--- config.mk ---
export PLATFORM = sky130hd
export DESIGN_NAME = cbx_param
export DESIGN_NICKNAME = d
export VERILOG_FILES = /design/src/rtl/cb_pkg.sv /design/src/rtl/cb_cfg_chain.sv /design/src/rtl/cbx_param.sv
export SDC_FILE = /design/constraint.sdc
export NUM_CORES = 1
export LEC_CHECK = 0
export CORE_MARGIN = 4
export CORE_UTILIZATION = 44
export DETAILED_ROUTE_END_ITERATION = 12
export PLACE_DENSITY = 0.68
export RECOVER_POWER = 50
export SLEW_MARGIN = 20
export SYNTH_ARGS = -nofsm -noshare
export SYNTH_HDL_FRONTEND = slang
export SYNTH_SLANG_ARGS = --single-unit
--- constraint.sdc ---
create_clock -name prog_clk -period 2.1 [get_ports prog_clk]
set_input_delay 0.42 -clock prog_clk [delete_from_list [all_inputs] [get_ports prog_clk]]
set_output_delay 0.42 -clock prog_clk [all_outputs]
set_load 0.03 [all_outputs]
--- src/rtl/cb_pkg.sv ---
// Shared helpers for the parametrised connection block:
// track mapping, config sizing and direction encodings.
package cb_pkg;

    typedef enum logic {
        LEFT  = 1'b0,
        RIGHT = 1'b1
    } dir_e;

    function automatic int clog2(input int v);
        int r;
        r = 0;
        while ((1 << r) < v) r++;
        return r;
    endfunction

    function automatic int cfg_bits_of(input int num_pins, input int mux_size);
        return num_pins * clog2(mux_size);
    endfunction

    // Mux input pair k of pin p taps this track; pairs past the first
    // two stride by 4 with a per-pin offset to spread pin coverage.
    function automatic int cb_track(input int p, input int k, input int chan_w);
        if (k < 2) return k;
        return (2 + p + 4 * (k - 2)) % chan_w;
    endfunction

endpackage

--- src/rtl/cb_cfg_chain.sv ---
// Shadow configuration chain with bit counter, atomic commit
// and sticky error tracking.
module cb_cfg_chain
    import cb_pkg::*;
#(
    parameter int NUM_PINS = 9,
    parameter int MUX_SIZE = 10,
    parameter int SEL_W    = clog2(MUX_SIZE),
    parameter int CFG_BITS = NUM_PINS * SEL_W
) (
    input  logic                prog_clk,
    input  logic                prog_reset_n,
    input  logic                ccff_head,
    input  logic                cfg_en,
    input  logic                cfg_commit,
    output logic                ccff_tail,
    output logic [CFG_BITS-1:0] active_cfg,
    output logic                cfg_done,
    output logic                cfg_valid,
    output logic                cfg_err
);

    localparam int CNT_W = clog2(CFG_BITS + 1);
    localparam logic [CNT_W-1:0] CNT_FULL = CNT_W'(CFG_BITS);
    localparam logic [SEL_W:0]   SEL_LIM  = (SEL_W + 1)'(MUX_SIZE);

    logic [CFG_BITS-1:0] shreg;
    logic [CNT_W-1:0]    bit_cnt;
    logic                shadow_bad;
    logic                commit_ok;

    assign cfg_done  = (bit_cnt == CNT_FULL);
    assign ccff_tail = shreg[CFG_BITS-1];
    assign commit_ok = cfg_commit && cfg_done;

    // Out-of-range selects are caught as they are committed so that
    // the error flag moves on the same edge as the active config.
    always_comb begin
        shadow_bad = 1'b0;
        for (int p = 0; p < NUM_PINS; p++) begin
            if ({1'b0, shreg[p*SEL_W +: SEL_W]} >= SEL_LIM)
                shadow_bad = 1'b1;
        end
    end

    always_ff @(posedge prog_clk or negedge prog_reset_n) begin
        if (!prog_reset_n) begin
            shreg      <= '0;
            bit_cnt    <= '0;
            active_cfg <= '0;
            cfg_valid  <= 1'b0;
            cfg_err    <= 1'b0;
        end else begin
            if (cfg_en)
                shreg <= {shreg[CFG_BITS-2:0], ccff_head};
            if (commit_ok) begin
                active_cfg <= shreg;
                cfg_valid  <= 1'b1;
                bit_cnt    <= cfg_en ? CNT_W'(1) : '0;
                if (shadow_bad)
                    cfg_err <= 1'b1;
            end else begin
                if (cfg_commit)
                    cfg_err <= 1'b1;
                if (cfg_en && !cfg_done)
                    bit_cnt <= bit_cnt + CNT_W'(1);
            end
        end
    end

endmodule

--- src/rtl/cbx_param.sv ---
// Parametrised X-channel connection block: straight-through tracks
// plus configurable grid-pin select muxes.
module cbx_param
    import cb_pkg::*;
#(
    parameter int CHAN_W   = 11,
    parameter int NUM_PINS = 9,
    parameter int MUX_SIZE = 10,
    parameter int REG_OUT  = 0
) (
    input  logic                prog_clk,
    input  logic                prog_reset_n,
    input  logic [CHAN_W-1:0]   chanx_left_in,
    input  logic [CHAN_W-1:0]   chanx_right_in,
    output logic [CHAN_W-1:0]   chanx_left_out,
    output logic [CHAN_W-1:0]   chanx_right_out,
    input  logic                ccff_head,
    input  logic                cfg_en,
    input  logic                cfg_commit,
    output logic                ccff_tail,
    output logic [NUM_PINS-1:0] pin_out,
    output logic                cfg_done,
    output logic                cfg_valid,
    output logic                cfg_err
);

    localparam int SEL_W    = clog2(MUX_SIZE);
    localparam int CFG_BITS = cfg_bits_of(NUM_PINS, MUX_SIZE);
    localparam logic [SEL_W:0] SEL_LIM = (SEL_W + 1)'(MUX_SIZE);

    logic [CFG_BITS-1:0] active_cfg;
    logic [NUM_PINS-1:0] pin_d;
    logic [NUM_PINS-1:0] sel_oor;

    assign chanx_right_out = chanx_left_in;
    assign chanx_left_out  = chanx_right_in;

    cb_cfg_chain #(
        .NUM_PINS (NUM_PINS),
        .MUX_SIZE (MUX_SIZE),
        .SEL_W    (SEL_W),
        .CFG_BITS (CFG_BITS)
    ) u_cfg (
        .prog_clk     (prog_clk),
        .prog_reset_n (prog_reset_n),
        .ccff_head    (ccff_head),
        .cfg_en       (cfg_en),
        .cfg_commit   (cfg_commit),
        .ccff_tail    (ccff_tail),
        .active_cfg   (active_cfg),
        .cfg_done     (cfg_done),
        .cfg_valid    (cfg_valid),
        .cfg_err      (cfg_err)
    );

    for (genvar p = 0; p < NUM_PINS; p++) begin : g_pin
        logic [SEL_W-1:0] sel;
        logic             hit;

        assign sel        = active_cfg[p*SEL_W +: SEL_W];
        assign sel_oor[p] = ({1'b0, sel} >= SEL_LIM);

        // Even inputs tap the left side, odd inputs the right side.
        always_comb begin
            hit = 1'b0;
            for (int j = 0; j < MUX_SIZE; j++) begin
                if (sel == SEL_W'(j)) begin
                    if ((j % 2) == int'(RIGHT))
                        hit = chanx_right_in[cb_track(p, j / 2, CHAN_W)];
                    else
                        hit = chanx_left_in[cb_track(p, j / 2, CHAN_W)];
                end
            end
        end

        assign pin_d[p] = cfg_valid & ~sel_oor[p] & hit;
    end

    if (REG_OUT != 0) begin : g_reg
        logic [NUM_PINS-1:0] pin_q;

        always_ff @(posedge prog_clk or negedge prog_reset_n) begin
            if (!prog_reset_n)
                pin_q <= '0;
            else
                pin_q <= pin_d;
        end

        assign pin_out = pin_q;
    end else begin : g_comb
        assign pin_out = pin_d;
    end

endmodule

==> impl_metrics.json, run 1 <==
{
  "status": "finished, violations left",
  "violations": "max-capacitance violations, max-slew violations, negative setup slack",
  "final_nets": 427,
  "cts_tree": "done",
  "period_needed_ns": 2.184,
  "finalSetupViolCount": 6,
  "syn_to_final_growth_pct": 26.76,
  "fmax_mhz": 457.9,
  "grt_setup_unrepaired": "true",
  "grt_pass1_wl_um": 15910,
  "ys_async_sr_fraction": 1.000,
  "drt-initial-drc-count": 107,
  "slew_headroom": -0.1668,
  "synthAdderAreaFrac": 0.006033,
  "cts_buffers": 9,
  "total_power_mw": 4.589,
  "place_congestion": 0.8287,
  "yosys-top-cells-area": "dfrtp_1, mux2_2, mux2_4, mux4_2, mux2i_1",
  "vdd_drop_max_v": 0.0005006,
  "crit_type": "reg2out",
  "holdWs_ns": 0.5054,
  "clock-root-buffer": "clkbuf_8",
  "worstMarginPinSlew_ns": 1.750,
  "synth_top_area_share": 0.4827,
  "synth-edff-count": 0,
  "p_leak_nw": 2.416,
  "p_per_area_nw_per_um2": 872.9,
  "syn-num-nets": 347,
  "n_antenna_cell": 0,
  "die_area_um2": 11040,
  "synth_top_family_by_area": "multiplexers",
  "finalHoldViolCount": 0,
  "io_pins": 62,
  "finalSetupTns_ns": -0.2492,
  "start_util": 0.4510,
  "drv_cap": 1,
  "vias": 2846,
  "dpl.hpwl_um": 7178,
  "drc": 0,
  "ctsHtreeMaxLevel": 3,
  "fin_worst_skew_ns": 0.007284,
  "gr-total-overflow": 0,
  "min_period_over_period": 1.040,
  "muxShareOfSynthArea": 0.3179,
  "coreArea_um2": 9196,
  "syn_inst": 318,
  "synth_cell_types": 41,
  "hold_class": "reg2reg",
  "rows": 35,
  "syn_area_um2": 4148,
  "clk_path_buf_depth": 2,
  "final_layout_size_suffix_gt1_frac": 0.4776,
  "ys_seq_elements": 80,
  "grtUsageTotal": 0.1849,
  "fillers": 796,
  "antenna_found_initial": 0,
  "wl_per_cell_um": 19.19,
  "synthSimpleGateAreaFrac": 0.05943,
  "fp.dieH_um": 105.1,
  "vias_per_cell": 5.548,
  "wl_um": 9845,
  "insertion_delay_ns": 0.35,
  "port-buffer-count": 61,
  "synth-xor-area-share": 0.004223,
  "ys.flop_type": "dfrtp_1",
  "worstSetupEndpointType": "output pin",
  "die_w_um": 105.1,
  "cts_sinks": 80,
  "ant_nets": 0,
  "ys_warn_count": 0,
  "synth_compound_area_frac": 0.06456,
  "syn_avg_cell_area_um2": 13.04,
  "drv_slew": 34,
  "yosysSeqAreaShare": 0.4827,
  "grt_max_degree": 49,
  "drtPass1Iterations": 4,
  "grt_pass1_vias": 2865,
  "worstPathArrival_ns": 1.76,
  "setup_slack_ns": -0.08412,
  "worstPathMaxFanout": 4,
  "synth_top_cell_by_area": "dfrtp_1",
  "start_kind": "flip-flop",
  "clk_pin_slew_ns": 0.08,
  "cp.required_ns": 1.68
}
-- Yosys cell counts (all sizes together) (2+ instances only) --
| library cell | number |
|---|---|
| a211oi | 2 |
| a21oi | 7 |
| buf | 26 |
| clkbuf | 9 |
| dfrtp | 80 |
| ha | 2 |
| inv | 8 |
| mux2 | 74 |
| mux2i | 17 |
| mux4 | 11 |
| nand2 | 13 |
| nand3 | 5 |
| nand3b | 3 |
| nand4 | 4 |
| nor2 | 8 |
| nor2b | 3 |
| nor3 | 7 |
| o21ai | 18 |
| o31ai | 3 |
| xnor2 | 2 |
-- worst paths after layout --
path | startpoint | end | cells after the start | slack (ns)
max reg2reg | u_cfg.bit_cnt[0]$_DFFE_PN0P_ | u_cfg.active_cfg[17]$_DFFE_PN0P_ | 8 | 0.34
max | u_cfg.active_cfg[0]$_DFFE_PN0P_ | pin_out[0] | 4 | -0.08
min | u_cfg.bit_cnt[4]$_DFFE_PN0P_ | u_cfg.bit_cnt[4]$_DFFE_PN0P_ | 1 | 0.51
min in group asynchronous | prog_reset_n | u_cfg.active_cfg[14]$_DFFE_PN0P_ | 1 | 0.52
max in group asynchronous | prog_reset_n | u_cfg.active_cfg[16]$_DFFE_PN0P_ | 2 | 0.36
min reg2reg | u_cfg.bit_cnt[4]$_DFFE_PN0P_ | u_cfg.bit_cnt[4]$_DFFE_PN0P_ | 1 | 0.51
-- worst max-delay path, stage by stage, from the launching register on --
cell and delay [ns]:
dfrtp_2 0.43, mux4_2 0.55, mux2i_4 0.19, o31ai_4 0.09, buf_6 0.16
-- report_power, final --
| part | internal, mW | switching [mW] |
|---|---|---|
| combinational | 0.629 | 0.515 |
| clock | 0.663 | 0.547 |
| sequential | 1.88 | 0.349 |
-- timing repair --
item / CTS / global route
hold buffers: 0 / 0
resized for setup: 53 / 24
buffers inserted: 8 / 2
endpoints found under the setup margin: 10 / 11
pin swaps: 6 / 5
-- registers in the layout (all words and copies together), names as in the netlist --
signal / flops
u_cfg.shreg: 36
u_cfg.cfg_err: 1
u_cfg.active_cfg: 36
u_cfg.cfg_valid: 1
u_cfg.bit_cnt: 6
-- layer usage --
layer  up-vias  track usage  wire length [um]
met2        67       0.2731              4478
li1       1320            -                 -
met4         0      0.06560               147
met5         -            0                 0
met1      1446       0.2741              4848
met3        13      0.03088               370
-- kinds of logic (layout without fill, tap and decap cells) --
family	after synthesis	count (layout)
mux	102	102
simple gates	47	47
compound gates	42	42
xor+xnor	2	2
buf+inv	43	127
flops	80	80
fa+ha+maj	2	2
-- cells in the final DEF (no fill, tap or decap), types with 2 or more instances in the layout --
master           count
clkbuf_1             3
a21oi_1              7
o21ai_0             14
nor3_1               7
clkdlybuf4s50_1     14
dlygate4sd2_1       14
dfrtp_2              8
dfrtp_1             72
dlymetal6s2s_1       2
mux2i_1             16
buf_6               11
clkdlybuf4s15_2      4
inv_1                7
clkinvlp_4           3
mux2_2              56
clkbuf_8             9
o21ai_1              4
mux2_4              18
nand4_1              4
nand2_2              2
buf_12               3
mux4_2              11
nand2_1             11
a211oi_2             2
clkbuf_2             2
nor2_1               7
ha_1                 2
nor2b_1              2
nand3_1              5
xnor2_1              2
buf_4               52
nand3b_1             3
bufinv_16            2
-- cell type report --
cell class,instances,area [um2],share of cell area
clock buffers,10,127.6,0.02427
clock inverters,5,82.58,0.01571
inverters,8,32.53,0.006188
multi-input cells,195,1939,0.3689
flip-flops and latches,80,2012,0.3827
well taps,111,138.9,0.02642
repair buffers,104,924.6,0.1759
-- stage by stage --
| step | cell area [um2] | setup WS, ns | cells | util |
|---|---|---|---|---|
| after global routing | 5258 | -0.1526 | 513 | 0.5717 |
| after detailed placement | 4922 | -0.6112 | 489 | 0.5352 |
| after CTS | 5223 | -0.2554 | 511 | 0.5679 |
| after floorplan | 4155 | -0.05065 | 318 | - |
| after global placement | 4922 | -0.5688 | 489 | 0.5352 |
| final | 5258 | -0.08412 | 513 | 0.5717 |
(Power assumes the default switching activity.)
==> run 2: changes to the inputs <==
ABC_AREA = 1   (was unset)
==> run 2 against run 1 <==
  * Largest cell class unchanged
  * Combinational power up 15%
  * The run ends with max-capacitance violations, max-slew violations left
  * Global-route usage up 0.89 points
  * Critical endpoint is now pin_out[4]
  * Synthesized cell count up 79%
  * Routed wire length up 6.3%
  * Highest routed layer unchanged
  * Final cell count up 47%
  * First-iteration DRC count up 130%
==> impl_metrics.json, run 2 <==
{
  "status": "finished, violations left",
  "violations": "max-capacitance violations, max-slew violations",
  "grt_pass1_wl_um": 17660,
  "ant_nets": 0,
  "hold_class": "in2async",
  "reg_top3": "u_cfg.active_cfg (36), u_cfg.shreg (36), u_cfg.bit_cnt (6)",
  "wl_um": 10470,
  "layout.cells.most_common": "nand2_1",
  "cts_tree": "done",
  "clk_pin_slew_ns": 0.08,
  "start_util": 0.4586,
  "synth_top_family_by_area": "simple AND/OR/NAND/NOR gates",
  "yosysMostFrequentCell": "nand2_1",
  "routed.top_layer": "met4",
  "ys.flop_type": "dfrtp_1",
  "cts_sinks": 80,
  "worstSetupEndpointType": "output pin",
  "ys_seq_elements": 80,
  "drc": 0,
  "muxShareOfSynthArea": 0,
  "holdWs_ns": 0.4798,
  "die_area_um2": 11410,
  "vias_per_cell": 5.024,
  "syn_to_final_growth_pct": 20.20,
  "syn_avg_cell_area_um2": 7.553,
  "cts_buffers": 9,
  "io_pins": 62,
  "clock-root-buffer": "clkbuf_8",
  "syn_area_um2": 4298,
  "cts-hold-fix-buffers": 0,
  "cp_slowest_cell": "clkdlybuf4s50_1",
  "synth_top_cell_by_area": "dfrtp_1",
  "gr-total-overflow": 0,
  "fillers": 900,
  "grt_pass1_vias": 3559,
  "wl_met3_um": 564,
  "port-buffer-count": 61,
  "drt-met1-wl_um": 4953,
  "grtUsageTotal": 0.1938,
  "ctsHtreeMaxLevel": 3,
  "synth-xor-area-share": 0.008151,
  "p_per_area_nw_per_um2": 872.5,
  "synth_compound_area_frac": 0.1619,
  "worstPathMaxFanout": 4,
  "ys_async_sr_fraction": 1.000,
  "setup_slack_ns": 0.07977,
  "crit_type": "in2out",
  "start_kind": "primary input",
  "worstPathArrival_ns": 1.60,
  "yosys-top-cells-area": "dfrtp_1, nand2_1, o21ai_0, inv_1, buf_4",
  "fp.dieH_um": 106.8,
  "syn_inst": 569,
  "synthAdderAreaFrac": 0.005822,
  "finalSetupViolCount": 0,
  "synth_top_area_share": 0.4658,
  "dp_worst_setup_slack_ns": -0.07653,
  "dpl.hpwl_um": 7825,
  "drv_cap": 1,
  "seq_area_um2": 2007,
  "rows": 35,
  "coreArea_um2": 9371,
  "synthSimpleGateAreaFrac": 0.2230,
  "insertion_delay_ns": 0.34,
  "worstMarginPinSlew_ns": 1.612,
  "worstPathCellList": "clkdlybuf4s50_1 > nand2_1 > nand3_1 > nand2_1 > inv_1 > nand3_1 > a21oi_2 > buf_6",
  "antenna_found_initial": 0,
  "min_period_over_period": 0.9620,
  "wl_per_cell_um": 13.92,
  "yosysSeqAreaShare": 0.4658,
  "grt_max_degree": 53,
  "most-common-layout-cells": "nand2_1, dfrtp_1, inv_1, o21ai_0, buf_4",
  "die_w_um": 106.8,
  "final_layout_size_suffix_gt1_frac": 0.1380,
  "clk_path_buf_depth": 2,
  "syn-num-nets": 598,
  "drt-initial-drc-count": 247,
  "place_congestion": 0.9690,
  "synth_cell_types": 27,
  "vdd_drop_max_v": 0.0005572,
  "cp.required_ns": 1.68,
  "multi_input_area_um2": 1733,
  "fmax_mhz": 495.0,
  "period_needed_ns": 2.020,
  "vias": 3778,
  "cp_slowest_stage_delay_ns": 0.55,
  "p_leak_nw": 2.595,
  "drv_slew": 30,
  "fin_worst_skew_ns": 0.007090,
  "drtPass1Iterations": 4,
  "grt_setup_unrepaired": "false",
  "synth-edff-count": 0,
  "slew_headroom": -0.07462,
  "n_antenna_cell": 0,
  "finalHoldViolCount": 0,
  "final_nets": 647,
  "ys_warn_count": 0,
  "synthTopCellsByCount": "nand2_1, inv_1, dfrtp_1",
  "route.met2.wl_um": 4775
}
run 2: changes by cell type in the layout (fill, tap and decap cells not counted), sizes merged, moves of 8 or more:
cell,delta
o21ai,+74
dlymetal6s2s,+11
nand3,+21
buf,-34
mux2i,-17
nand2,+170
mux2,-74
mux4,-11
dlygate4sd2,-9
a21oi,+15
clkdlybuf4s50,+10
o211ai,+8
inv,+75
run 2: final timing paths:
check                                              from                               end  slack [ns]  cells past startpoint
max                                    chanx_left_in[6]                        pin_out[4]        0.08                      8
min                                        prog_reset_n  u_cfg.active_cfg[27]$_DFFE_PN0P_        0.48                      1
max reg2reg                u_cfg.bit_cnt[0]$_DFFE_PN0P_  u_cfg.active_cfg[12]$_DFFE_PN0P_        0.43                      9
min reg2reg                   u_cfg.cfg_err$_DFFE_PN0P_         u_cfg.cfg_err$_DFFE_PN0P_        0.48                      2
max in group asynchronous                  prog_reset_n  u_cfg.active_cfg[32]$_DFFE_PN0P_        0.43                      2
min in group prog_clk         u_cfg.cfg_err$_DFFE_PN0P_         u_cfg.cfg_err$_DFFE_PN0P_        0.48                      2
run 2: layout make-up:
cell class	instances	area share
clock buffers	10	0.02470
clock inverters	6	0.01623
inverters	83	0.06031
multi-input cells	367	0.3354
flip-flops and latches	80	0.3885
well taps	129	0.03124
repair buffers	77	0.1436
run 2: repair_timing:
item | in CTS | in global routing
pin swaps | 1 | 7
buffers inserted | 0 | 1
endpoints found under the setup margin | 9 | 9
gates resized for setup | 11 | 35
run 2: cell families after synthesis:
kind of cell	count (synthesis)
XOR/XNOR	4
buffers and inverters	122
flip-flops	80
AO/OA/AOI/OAI	126
AND/OR/NAND/NOR	235
adder cells (fa/ha/maj)	2
run 2: report_power, final:
group,leakage (nW),internal (mW),switching [mW],total (mW)
registers,0.995,1.78,0.228,2.01
logic,1.49,0.508,0.797,1.31
clock network,0.110,0.666,0.530,1.20
run 2: critical path, delay by kind of cell:
kind                   cells  cell delay (ns)
and+or+nand+nor            4             0.27
buffers and inverters      3             0.75
AOI/OAI and AO/OA          1             0.16
run 2: through the flow:
stage	area, um2	setup TNS [ns]	total power, mW	cells	util
CTS	5119	-0.005004	4.510	751	0.5462
global route	5166	0	4.793	752	0.5513
global placement	4902	-0.2372	3.257	735	0.5231
floorplan	4298	0	2.840	569	-
detailed placement	4902	-0.3410	3.296	735	0.5231
finish	5166	0	4.508	752	0.5513
run 2: routing by layer:
layer / vias up / track usage
met1: 1764 / 0.2782
met5: - / 0
met4: 0 / 0.06758
met3: 11 / 0.03191
li1: 1884 / -
met2: 119 / 0.2977
==> run 3: changes to the inputs <==
SLEW_MARGIN = 30   (was 20)
==> results of run 3 <==
The final DEF is identical to that of run 2; final timing and power are the same.
